**config.mk**
```make
export PLATFORM = sky130hd
export DESIGN_NAME = acc_memory_responder
export DESIGN_NICKNAME = d
export VERILOG_FILES = /design/src/rtl/acc_cpu_pkg.sv /design/src/rtl/acc_word_ram.sv /design/src/rtl/acc_memory_responder.sv
export SDC_FILE = /design/constraint.sdc
export NUM_CORES = 1
export LEC_CHECK = 0
export BUFFER_PORTS_ARGS = -buffer_cell sky130_fd_sc_hd__buf_2
export CORE_UTILIZATION = 55
export DETAILED_ROUTE_END_ITERATION = 7
export PLACE_DENSITY = 0.76
export REMOVE_ABC_BUFFERS = 1
export SLEW_MARGIN = 20
export SYNTH_ARGS = -nofsm -noshare
export SYNTH_HDL_FRONTEND = slang
export SYNTH_HIERARCHICAL = 1
export SYNTH_SLANG_ARGS = --single-unit
```
**constraint.sdc**
```tcl
create_clock -name i_clk -period 5.8 [get_ports i_clk]
set_clock_uncertainty 0.05 [all_clocks]
set_input_delay 0.87 -clock i_clk [delete_from_list [all_inputs] [get_ports i_clk]]
set_output_delay 0.87 -clock i_clk [all_outputs]
set_load 0.02 [all_outputs]
```
**src/rtl/acc_cpu_pkg.sv**
```systemverilog
// ---------------------------------------------------------------------------
// acc_cpu_pkg
// Shared definitions for the multicycle accumulator processor: default word
// and address widths, the wait-counter width, the instruction opcode values
// and the memory responder state encoding.
// No ports (package).
// ---------------------------------------------------------------------------
package acc_cpu_pkg;

  localparam int DATA_W_DEF = 8;
  localparam int ADDR_W_DEF = 5;

  // Wait-state counter width; WAIT_STATES is legal in 0..15.
  localparam int WAIT_CNT_W = 4;

  // Instruction word = {opcode[2:0], address[4:0]}.
  localparam logic [2:0] OP_LDA = 3'd0;
  localparam logic [2:0] OP_STA = 3'd1;
  localparam logic [2:0] OP_ADD = 3'd2;
  localparam logic [2:0] OP_SUB = 3'd3;
  localparam logic [2:0] OP_JMP = 3'd4;
  localparam logic [2:0] OP_JZ  = 3'd5;
  localparam logic [2:0] OP_NOP = 3'd6;
  localparam logic [2:0] OP_HLT = 3'd7;

  typedef enum logic [1:0] {
    IDLE = 2'd0,
    WAIT = 2'd1,
    DONE = 2'd2
  } mem_state_t;

endpackage

```
**src/rtl/acc_word_ram.sv**
```systemverilog
// ---------------------------------------------------------------------------
// acc_word_ram
// Single-port word array with synchronous write and registered read. The
// array itself is never reset so program contents survive a reset; only the
// read register is cleared.
// Ports:
//   i_clk    rising-edge clock
//   i_rst    async active-high reset (read register only)
//   i_we     write strobe
//   i_re     read strobe; o_rdata updates only when asserted
//   i_addr   word address
//   i_wdata  write data
//   o_rdata  registered read data, held between reads
// ---------------------------------------------------------------------------
module acc_word_ram #(
  parameter int DATA_W = 8,
  parameter int ADDR_W = 5
) (
  input  logic              i_clk,
  input  logic              i_rst,
  input  logic              i_we,
  input  logic              i_re,
  input  logic [ADDR_W-1:0] i_addr,
  input  logic [DATA_W-1:0] i_wdata,
  output logic [DATA_W-1:0] o_rdata
);

  logic [DATA_W-1:0] r_mem [2**ADDR_W];
  logic [DATA_W-1:0] r_rdata;

  always_ff @(posedge i_clk) begin
    if (i_we) r_mem[i_addr] <= i_wdata;
  end

  always_ff @(posedge i_clk or posedge i_rst) begin
    if (i_rst)     r_rdata <= '0;
    else if (i_re) r_rdata <= r_mem[i_addr];
  end

  assign o_rdata = r_rdata;

endmodule

```
**src/rtl/acc_memory_responder.sv**
```systemverilog
// ---------------------------------------------------------------------------
// acc_memory_responder
// Memory-side responder for the accumulator processor. Captures a processor
// read/write request in IDLE, waits WAIT_STATES cycles, then completes in a
// one-cycle DONE state that pulses o_memReady. A back-door loader may write
// words while the responder is idle and takes priority over the processor.
// Ports:
//   i_clk, i_rst            clock, async active-high reset
//   i_memRead, i_memWrite   processor requests
//   i_addr, i_writeData     processor address / write data
//   o_readData              registered read result, held between reads
//   o_memReady              one-cycle completion pulse
//   o_protocol_err          one-cycle pulse: read and write both requested
//   i_load_en/addr/data     back-door write request
//   o_load_ack              one-cycle pulse: back-door word written
// ---------------------------------------------------------------------------
module acc_memory_responder
  import acc_cpu_pkg::*;
#(
  parameter int DATA_W      = DATA_W_DEF,
  parameter int ADDR_W      = ADDR_W_DEF,
  parameter int WAIT_STATES = 2
) (
  input  logic              i_clk,
  input  logic              i_rst,
  input  logic              i_memRead,
  input  logic              i_memWrite,
  input  logic [ADDR_W-1:0] i_addr,
  input  logic [DATA_W-1:0] i_writeData,
  output logic [DATA_W-1:0] o_readData,
  output logic              o_memReady,
  output logic              o_protocol_err,
  input  logic              i_load_en,
  input  logic [ADDR_W-1:0] i_load_addr,
  input  logic [DATA_W-1:0] i_load_data,
  output logic              o_load_ack
);

  mem_state_t              r_state;
  mem_state_t              w_nextState;
  logic [WAIT_CNT_W-1:0]   r_waitCnt;
  logic [ADDR_W-1:0]       r_capAddr;
  logic [DATA_W-1:0]       r_capData;
  logic                    r_capWrite;
  logic                    r_protoErr;
  logic                    r_loadAck;

  logic                    w_req;
  logic                    w_doLoad;
  logic                    w_capture;
  logic                    w_enterDone;
  logic                    w_accWrite;
  logic [ADDR_W-1:0]       w_accAddr;
  logic [DATA_W-1:0]       w_accData;
  logic                    w_ramWe;
  logic                    w_ramRe;
  logic [ADDR_W-1:0]       w_ramAddr;
  logic [DATA_W-1:0]       w_ramWdata;

  assign w_req = i_memRead | i_memWrite;

  always_ff @(posedge i_clk or posedge i_rst) begin
    if (i_rst) r_state <= IDLE;
    else       r_state <= w_nextState;
  end

  always_comb begin
    w_nextState = r_state;
    case (r_state)
      IDLE: if (!i_load_en && w_req) w_nextState = (WAIT_STATES == 0) ? DONE : WAIT;
      WAIT: if (r_waitCnt == WAIT_CNT_W'(1)) w_nextState = DONE;
      DONE: w_nextState = IDLE;
      default: w_nextState = IDLE;
    endcase
  end

  // The array is touched on the edge that enters DONE, so the access source
  // is the live inputs when that edge is also the capture edge (no wait
  // states) and the captured registers otherwise. Both-bits requests act as
  // writes because i_memWrite alone selects the operation.
  always_comb begin
    w_doLoad    = 1'b0;
    w_capture   = 1'b0;
    w_enterDone = 1'b0;
    w_accWrite  = r_capWrite;
    w_accAddr   = r_capAddr;
    w_accData   = r_capData;
    case (r_state)
      IDLE: begin
        w_doLoad    = i_load_en;
        w_capture   = !i_load_en && w_req;
        w_accWrite  = i_memWrite;
        w_accAddr   = i_addr;
        w_accData   = i_writeData;
        w_enterDone = w_capture && (WAIT_STATES == 0);
      end
      WAIT:    w_enterDone = (r_waitCnt == WAIT_CNT_W'(1));
      default: ;
    endcase
    w_ramWe    = w_doLoad | (w_enterDone & w_accWrite);
    w_ramRe    = w_enterDone & ~w_accWrite;
    w_ramAddr  = w_doLoad ? i_load_addr : w_accAddr;
    w_ramWdata = w_doLoad ? i_load_data : w_accData;
  end

  // Request capture and wait counter; the counter is only meaningful in WAIT.
  always_ff @(posedge i_clk or posedge i_rst) begin
    if (i_rst) begin
      r_waitCnt  <= '0;
      r_capAddr  <= '0;
      r_capData  <= '0;
      r_capWrite <= 1'b0;
    end else if (w_capture) begin
      r_waitCnt  <= WAIT_CNT_W'(WAIT_STATES);
      r_capAddr  <= i_addr;
      r_capData  <= i_writeData;
      r_capWrite <= i_memWrite;
    end else if (r_state == WAIT && r_waitCnt != '0) begin
      r_waitCnt  <= r_waitCnt - WAIT_CNT_W'(1);
    end
  end

  always_ff @(posedge i_clk or posedge i_rst) begin
    if (i_rst) begin
      r_protoErr <= 1'b0;
      r_loadAck  <= 1'b0;
    end else begin
      r_protoErr <= w_capture & i_memRead & i_memWrite;
      r_loadAck  <= w_doLoad;
    end
  end

  acc_word_ram #(
    .DATA_W (DATA_W),
    .ADDR_W (ADDR_W)
  ) u_ram (
    .i_clk   (i_clk),
    .i_rst   (i_rst),
    .i_we    (w_ramWe),
    .i_re    (w_ramRe),
    .i_addr  (w_ramAddr),
    .i_wdata (w_ramWdata),
    .o_rdata (o_readData)
  );

  assign o_memReady     = (r_state == DONE);
  assign o_protocol_err = r_protoErr;
  assign o_load_ack     = r_loadAck;

endmodule

```
==> qor.yml, run 1 <==
cts_num_sinks: 286
fin_crit_ps: 3680
synth_top_area_share_pct: 66.5
r2r_start: "r_state[1]$_DFFE_PP0P_"
drive_gt1_share_pct: 26.8
initial_core_util_pct: 56.6
syn_inst: 613
core_area_sq_um: 20400
ys.flop_type: "edfxtp_1"
leakagePower_uw: 0.00434
synth_warnings: 6
rsz0062_at_grt: "no"
syn_avg_cell_area_sq_um: 18.8
finalSetupViolations: 0
tightest_slew_ps: 890
cp-start-kind: "flop"
cp_max_fo: 34
clockRootBuffer: "clkbuf_16"
internal_power_uw: 4840
ant_nets: 0
clkTransAtPathRegs_ps: 70
htree_levels: 1
fin_nets: 700
yosys-top-cells-count: "edfxtp_1 (256), mux4_2 (57), nor2_1 (44)"
die_area_sq_um: 21600
critPathRequiredTime_ps: 6160
max_freq_mhz: 271
synthDistinctLibCells: 48
syn_area_sq_um: 11600
async_flop_share_pct: 10.5
synth_top_area_cell: "edfxtp_1"
routed_wl_mm: 24.1
synth_area_leaders: "edfxtp_1 (67%), mux4_2 (11%), dfrtp_1 (6.5%)"
drt-pass1-iter-count: 6
cts_buffer_depth: 3
crit_type: "reg -> reg"
grt_overflow: 0
num_io_pins: 42
p_clk_share_pct: 25.1
share_comb_of_total_power_pct: 34.6
drt_iter0_drc: 658
postCtsHoldBufs: 0
powerDensity_nw_per_um2: 556
syn_to_final_growth_pct: 12.2
crit_arrival_ps: 4040
ir_drop_v: 0.000657
diodes: 0
die_w_microns: 147
final_hold_viol_count: 0
numCtsBuffers: 27
holdWs_ps: 297
drc: 0
gp_congestion: 0.966
max-cap-violations: 0
ys_ff_latch: 286
yosysSeqAreaShare_pct: 73.0
slew_viol_final: 0
fillers: 1391
power_frac_seq_pct: 40.3
cts_tree: "done"
wl_per_cell_microns: 25.2
row_count: 52
slew-limit-headroom_pct: 40.4
antenna_found_initial: 0
switching_share_pct: 33.0
first_global_vias: 6215
port_buffers: 41
num_vias: 6068
synth_enable_flop_cells: 256
fin_total_pwr_uw: 7210
grt_max_degree: 58
grt_pass1_wl_mm: 37.2
switchingPower_uw: 2380
grt.total_usage_pct: 23.3
min_path_type: "in -> async"
status: "complete, no violations"
clk-insertion-delay-late_ps: 530
worstSetupEndpointType: "flop"
dp_hpwl_mm: 15.1
fin_crit_sh_pct: 63.5
startpoint: "r_state[1]$_DFFE_PP0P_"
yosysMostFrequentCell: "edfxtp_1"
cts.repair.resized: 0
chipHeight_microns: 147
cts_setup_buffers: 0
viasPerCell: 6.35
==> area by class of cell <==
type / instances / area (sq um) / share of cell area (%)
Sequential cell: 286 / 8440 / 65.1
Multi-Input combinational cell: 290 / 2920 / 22.5
Clock buffer: 39 / 771 / 5.94
Tap cell: 270 / 338 / 2.61
Timing Repair Buffer: 56 / 330 / 2.55
Clock inverter: 10 / 150 / 1.16
Inverter: 5 / 18.8 / 0.145
==> sequential cells by signal, indices dropped and copies added, names as in the netlist <==
| name | cells |
|---|---|
| u_ram/r_mem | 256 |
| r_capAddr | 5 |
| o_protocol_err | 1 |
| u_ram/o_rdata | 8 |
| r_waitCnt | 4 |
| r_capData | 8 |
| r_capWrite | 1 |
| o_load_ack | 1 |
| r_state | 2 |
==> cells in the final DEF, fill, tap and decap left out, drive strengths merged, types with 2 or more instances in the layout <==
cell type  Yosys  routed
nand4          2       2
inv            5       5
clkinv         0       6
mux4          57      57
nand3b         4       4
nor4           6       6
nor3           5       5
buf           23      56
o21ai         22      22
nand3          6       6
dfrtp         30      30
a21oi          3       3
clkbuf         9      39
nor3b          6       6
nand2         28      28
o22a           2       2
a22oi         20      20
nor2          45      45
or3b           3       3
nor2b          4       4
nand2b         4       4
and4           2       2
edfxtp       256     256
ha             3       3
mux2          13      13
a31oi          4       4
a22o           4       4
mux2i         29      29
or3            2       2
and3           2       2
bufinv         0       4
a41oi          2       2
and3b          4       4
==> final timing paths <==
path / end / slack [ps] / depth (start not counted)
max in group asynchronous: r_capData[2]$_DFFE_PP0P_ / 4690 / 2
min in group i_clk: r_capAddr[2]$_DFFE_PP0P_ / 460 / 1
hold reg to reg: r_capAddr[2]$_DFFE_PP0P_ / 460 / 1
setup reg to reg: u_ram/o_rdata[4]$_DFFE_PP0P_ / 2120 / 7
hold / removal: u_ram/o_rdata[5]$_DFFE_PP0P_ / 300 / 2
setup / recovery: u_ram/o_rdata[4]$_DFFE_PP0P_ / 2120 / 7
==> logic make-up (layout without fill, tap and decap cells) <==
kind of cell,count (synthesis),after routing,synth area share (%)
compound gates,61,61,3.51
simple gates,127,127,5.78
flops,286,286,73.0
buf+inv,37,110,2.18
mux,99,99,15.2
fa+ha+maj,3,3,0.325
==> metrics by stage <==
stage	util [%]	cell area [sq um]	setup TNS, ps	instances	setup WS [ps]
floorplan	-	11300	-930330	581	-4240
global placement	59.0	12000	0	907	1860
detailed placement	59.0	12000	0	907	1730
CTS	63.5	13000	0	956	2110
global route	63.5	13000	0	956	1880
finish	63.5	13000	0	956	2120
==> power groups by stage <==
| stage | Combinational (uW) | Clock, uW | Sequential, uW |
|---|---|---|---|
| after floorplan | 1890 | 0 | 2970 |
| after global placement | 2410 | 0 | 2930 |
| after detailed placement | 2490 | 0 | 2940 |
| after CTS | 2500 | 1830 | 2910 |
| after global routing | 2650 | 1910 | 2920 |
| final | 2500 | 1810 | 2910 |
==> critical path, cell delays in order (launching register included) <==
cell     delay [ps]
dfrtp_1         450
or2_2           580
o21ai_4         580
buf_4           640
mux4_2          580
a22oi_1         330
nand2_1         130
o22a_1          190
==> routing by layer <==
metal	track usage [%]	up-vias	wire length, microns
met1	33.1	3072	9560
met5	0	-	0
met4	6.55	0	569
met3	4.91	46	2220
met2	37.3	360	11800
li1	-	2590	-
(Power assumes the default switching activity.)
==> inputs of run 2 (changes only) <==
--- a/config.mk
+++ b/config.mk
@@ -8,7 +8,7 @@
 export BUFFER_PORTS_ARGS = -buffer_cell sky130_fd_sc_hd__buf_2
 export CORE_UTILIZATION = 55
 export DETAILED_ROUTE_END_ITERATION = 7
-export PLACE_DENSITY = 0.76
+export PLACE_DENSITY = 0.79
 export REMOVE_ABC_BUFFERS = 1
 export SLEW_MARGIN = 20
 export SYNTH_ARGS = -nofsm -noshare
==> constraint.sdc (replaced) <==
create_clock -name i_clk -period 3 [get_ports i_clk]
set_clock_uncertainty 0.05 [all_clocks]
set_input_delay 0.45 -clock i_clk [delete_from_list [all_inputs] [get_ports i_clk]]
set_output_delay 0.45 -clock i_clk [all_outputs]
set_load 0.02 [all_outputs]
==> run 2 against run 1 <==
Clock-buffer cell count shrank 5. First-iteration DRC count is 10% higher. Total power increased by 100%. Die area unchanged. Fmax is 26% higher. Critical endpoint is now u_ram/o_rdata[1]$_DFFE_PP0P_. Largest cell class unchanged.
==> qor.yml, run 2 (synthesis results as in run 1) <==
leakagePower_uw: 0.00465  # +7.2%
rr_worst_depth: 7  # unchanged
core_area_sq_um: 20400  # unchanged
worstReg2RegEnd: "u_ram/o_rdata[1]$_DFFE_PP0P_"
num_io_pins: 42  # unchanged
grt.total_usage_pct: 24.3  # +0.93 points
drc: 0  # unchanged
diodes: 0  # unchanged
status: "complete, no violations"
chipHeight_microns: 147  # unchanged
final_core_util_pct: 65.9  # +2.4 points
row_count: 52  # unchanged
clk-insertion-delay-late_ps: 560  # +30 ps
largest_register_ffs: 256  # unchanged
powerDensity_nw_per_um2: 1070  # +93%
cts_num_sinks: 286  # unchanged
tightest_slew_ps: 825  # -65.1 ps
min_path_type: "in -> reg"
grtUsageMet3_pct: 4.50  # -0.40 points
grt.met1_usage_pct: 32.5  # -0.59 points
slew-limit-headroom_pct: 44.9  # +4.5 points
htree_levels: 1  # unchanged
fin_crit_ps: 2930  # -756 ps
drive_gt1_share_pct: 32.7  # +5.9 points
ir_drop_v: 0.00124  # +88%
grt_max_degree: 48  # -17%
die_area_sq_um: 21600  # unchanged
final_hold_viol_count: 0  # unchanged
port_buffers: 41  # unchanged
viasPerCell: 6.30  # -0.69%
r2r_start: "r_state[1]$_DFFE_PP0P_"
first_global_vias: 6609  # +6.3%
ant_nets: 0  # unchanged
crit_arrival_ps: 3300  # -740 ps
wl_per_cell_microns: 24.8  # -1.7%
numCtsBuffers: 28  # +3.7%
gp_congestion: 0.939  # -2.8%
grt_pass1_wl_mm: 38.8  # +4.2%
syn_to_final_growth_pct: 16.5
fin_crit_sh_pct: 97.6  # +34 points
cts_tree: "done"
drt_iter0_drc: 725  # +10%
regMostFlops: "u_ram/r_mem"
hold-path-endpoint: "r_capData[1]$_DFFE_PP0P_"
cts_buffer_depth: 3  # unchanged
crit_type: "reg -> reg"
initial_core_util_pct: 56.6  # unchanged
hold_path.startpoint: "i_writeData[1]"
rsz0062_at_grt: "yes"
max-cap-violations: 0  # unchanged
slew_viol_final: 0  # unchanged
finalSetupViolations: 0  # unchanged
critPathRequiredTime_ps: 3370  # -2790 ps
fillers: 1334  # -4.1%
setup_tns_ps: 0  # unchanged
max_freq_mhz: 342  # +26%
fin_total_pwr_uw: 14400  # +100%
drt-pass1-iter-count: 6  # unchanged
grt_overflow: 0  # unchanged
grt_util_met2_pct: 40.2  # +2.9 points
clockRootBuffer: "clkbuf_16"
ff2ff_setup_slack_ps: 70  # -2040 ps
die_w_microns: 147  # unchanged
busiest_layer: "met2"
routed_wl_mm: 25.1  # +4.1%
cp_max_fo: 13  # -62%
cp-start-kind: "flop"
antenna_found_initial: 0  # unchanged
holdPathStages: 2
mostFrequentLayoutCell: "edfxtp_1"
dp_hpwl_mm: 16.1  # +6.2%
final_cell_mix: "edfxtp_1 (256), buf_4 (66), mux4_2 (57), nor2_1 (42), buf_2 (41)"
worstSetupEndpointType: "flop"
fin_nets: 756  # +8.0%
clkTransAtPathRegs_ps: 60  # about the same
num_vias: 6379  # +5.1%
## run 2: timing repair
item,in CTS,in global routing
hold endpoints to repair,8,0
gates resized for setup,0,4
buffers inserted,0,2
hold buffers,1,0
setup endpoints to repair,0,131
## run 2: final cells by class
cell class / count / area (sq um) / area share [%]
Clock inverter: 16 / 236 / 1.76
Clock buffer: 34 / 723 / 5.37
Sequential cell: 286 / 8440 / 62.7
Timing Repair Buffer: 111 / 771 / 5.73
Tap cell: 270 / 338 / 2.51
Multi-Input combinational cell: 290 / 2930 / 21.8
Inverter: 5 / 18.8 / 0.139
## run 2: how the worst max path moves through the flow
stage                                    to  depth (start not counted)  slack, ps                      from
2_1_floorplan  u_ram/r_mem[11][0]$_DFFE_PP_                          4      -6980    r_state[1]$_DFFE_PP0P_
3_3_place_gp   u_ram/o_rdata[1]$_DFFE_PP0P_                          8        190                 i_load_en
3_5_place_dp   u_ram/o_rdata[7]$_DFFE_PP0P_                          7        120    r_state[1]$_DFFE_PP0P_
4_1_cts        u_ram/r_mem[24][4]$_DFFE_PP_                          8        100  r_waitCnt[1]$_DFFE_PP0P_
5_1_grt        u_ram/r_mem[15][7]$_DFFE_PP_                          8        -40    r_state[1]$_DFFE_PP0P_
6_report       u_ram/o_rdata[1]$_DFFE_PP0P_                          7         70    r_state[1]$_DFFE_PP0P_
## run 2: power by group
part | internal (uW) | switching [uW] | total (uW)
combinational | 2030 | 3120 | 5150
clock | 2220 | 1440 | 3660
sequential | 5420 | 187 | 5610
## run 2: metal layers
metal	wire, microns	up-vias	part of all wire [%]
met3	2100	62	8.4
met2	12500	361	50
met1	9660	3258	39
met5	0	-	0
li1	-	2698	-
met4	800	0	3.2
## run 2: stage by stage
stage	area (sq um)	worst slack [ps]	hold WS [ps]	cells
after floorplan	11300	-6980	216	581
after global placement	12500	189	419	959
after global routing	13500	-35.0	104	1012
after CTS	13400	98.1	104	1010
final	13500	72.0	116	1012
after detailed placement	12500	120	431	959
## run 2: worst max-delay path, cell delays in order (launching register included)
cell and delay (ps):
dfrtp_1 380, or2_2 390, o21ai_4 560, buf_4 260
buf_4 240, mux4_2 380, a221oi_1 410, a31oi_1 150
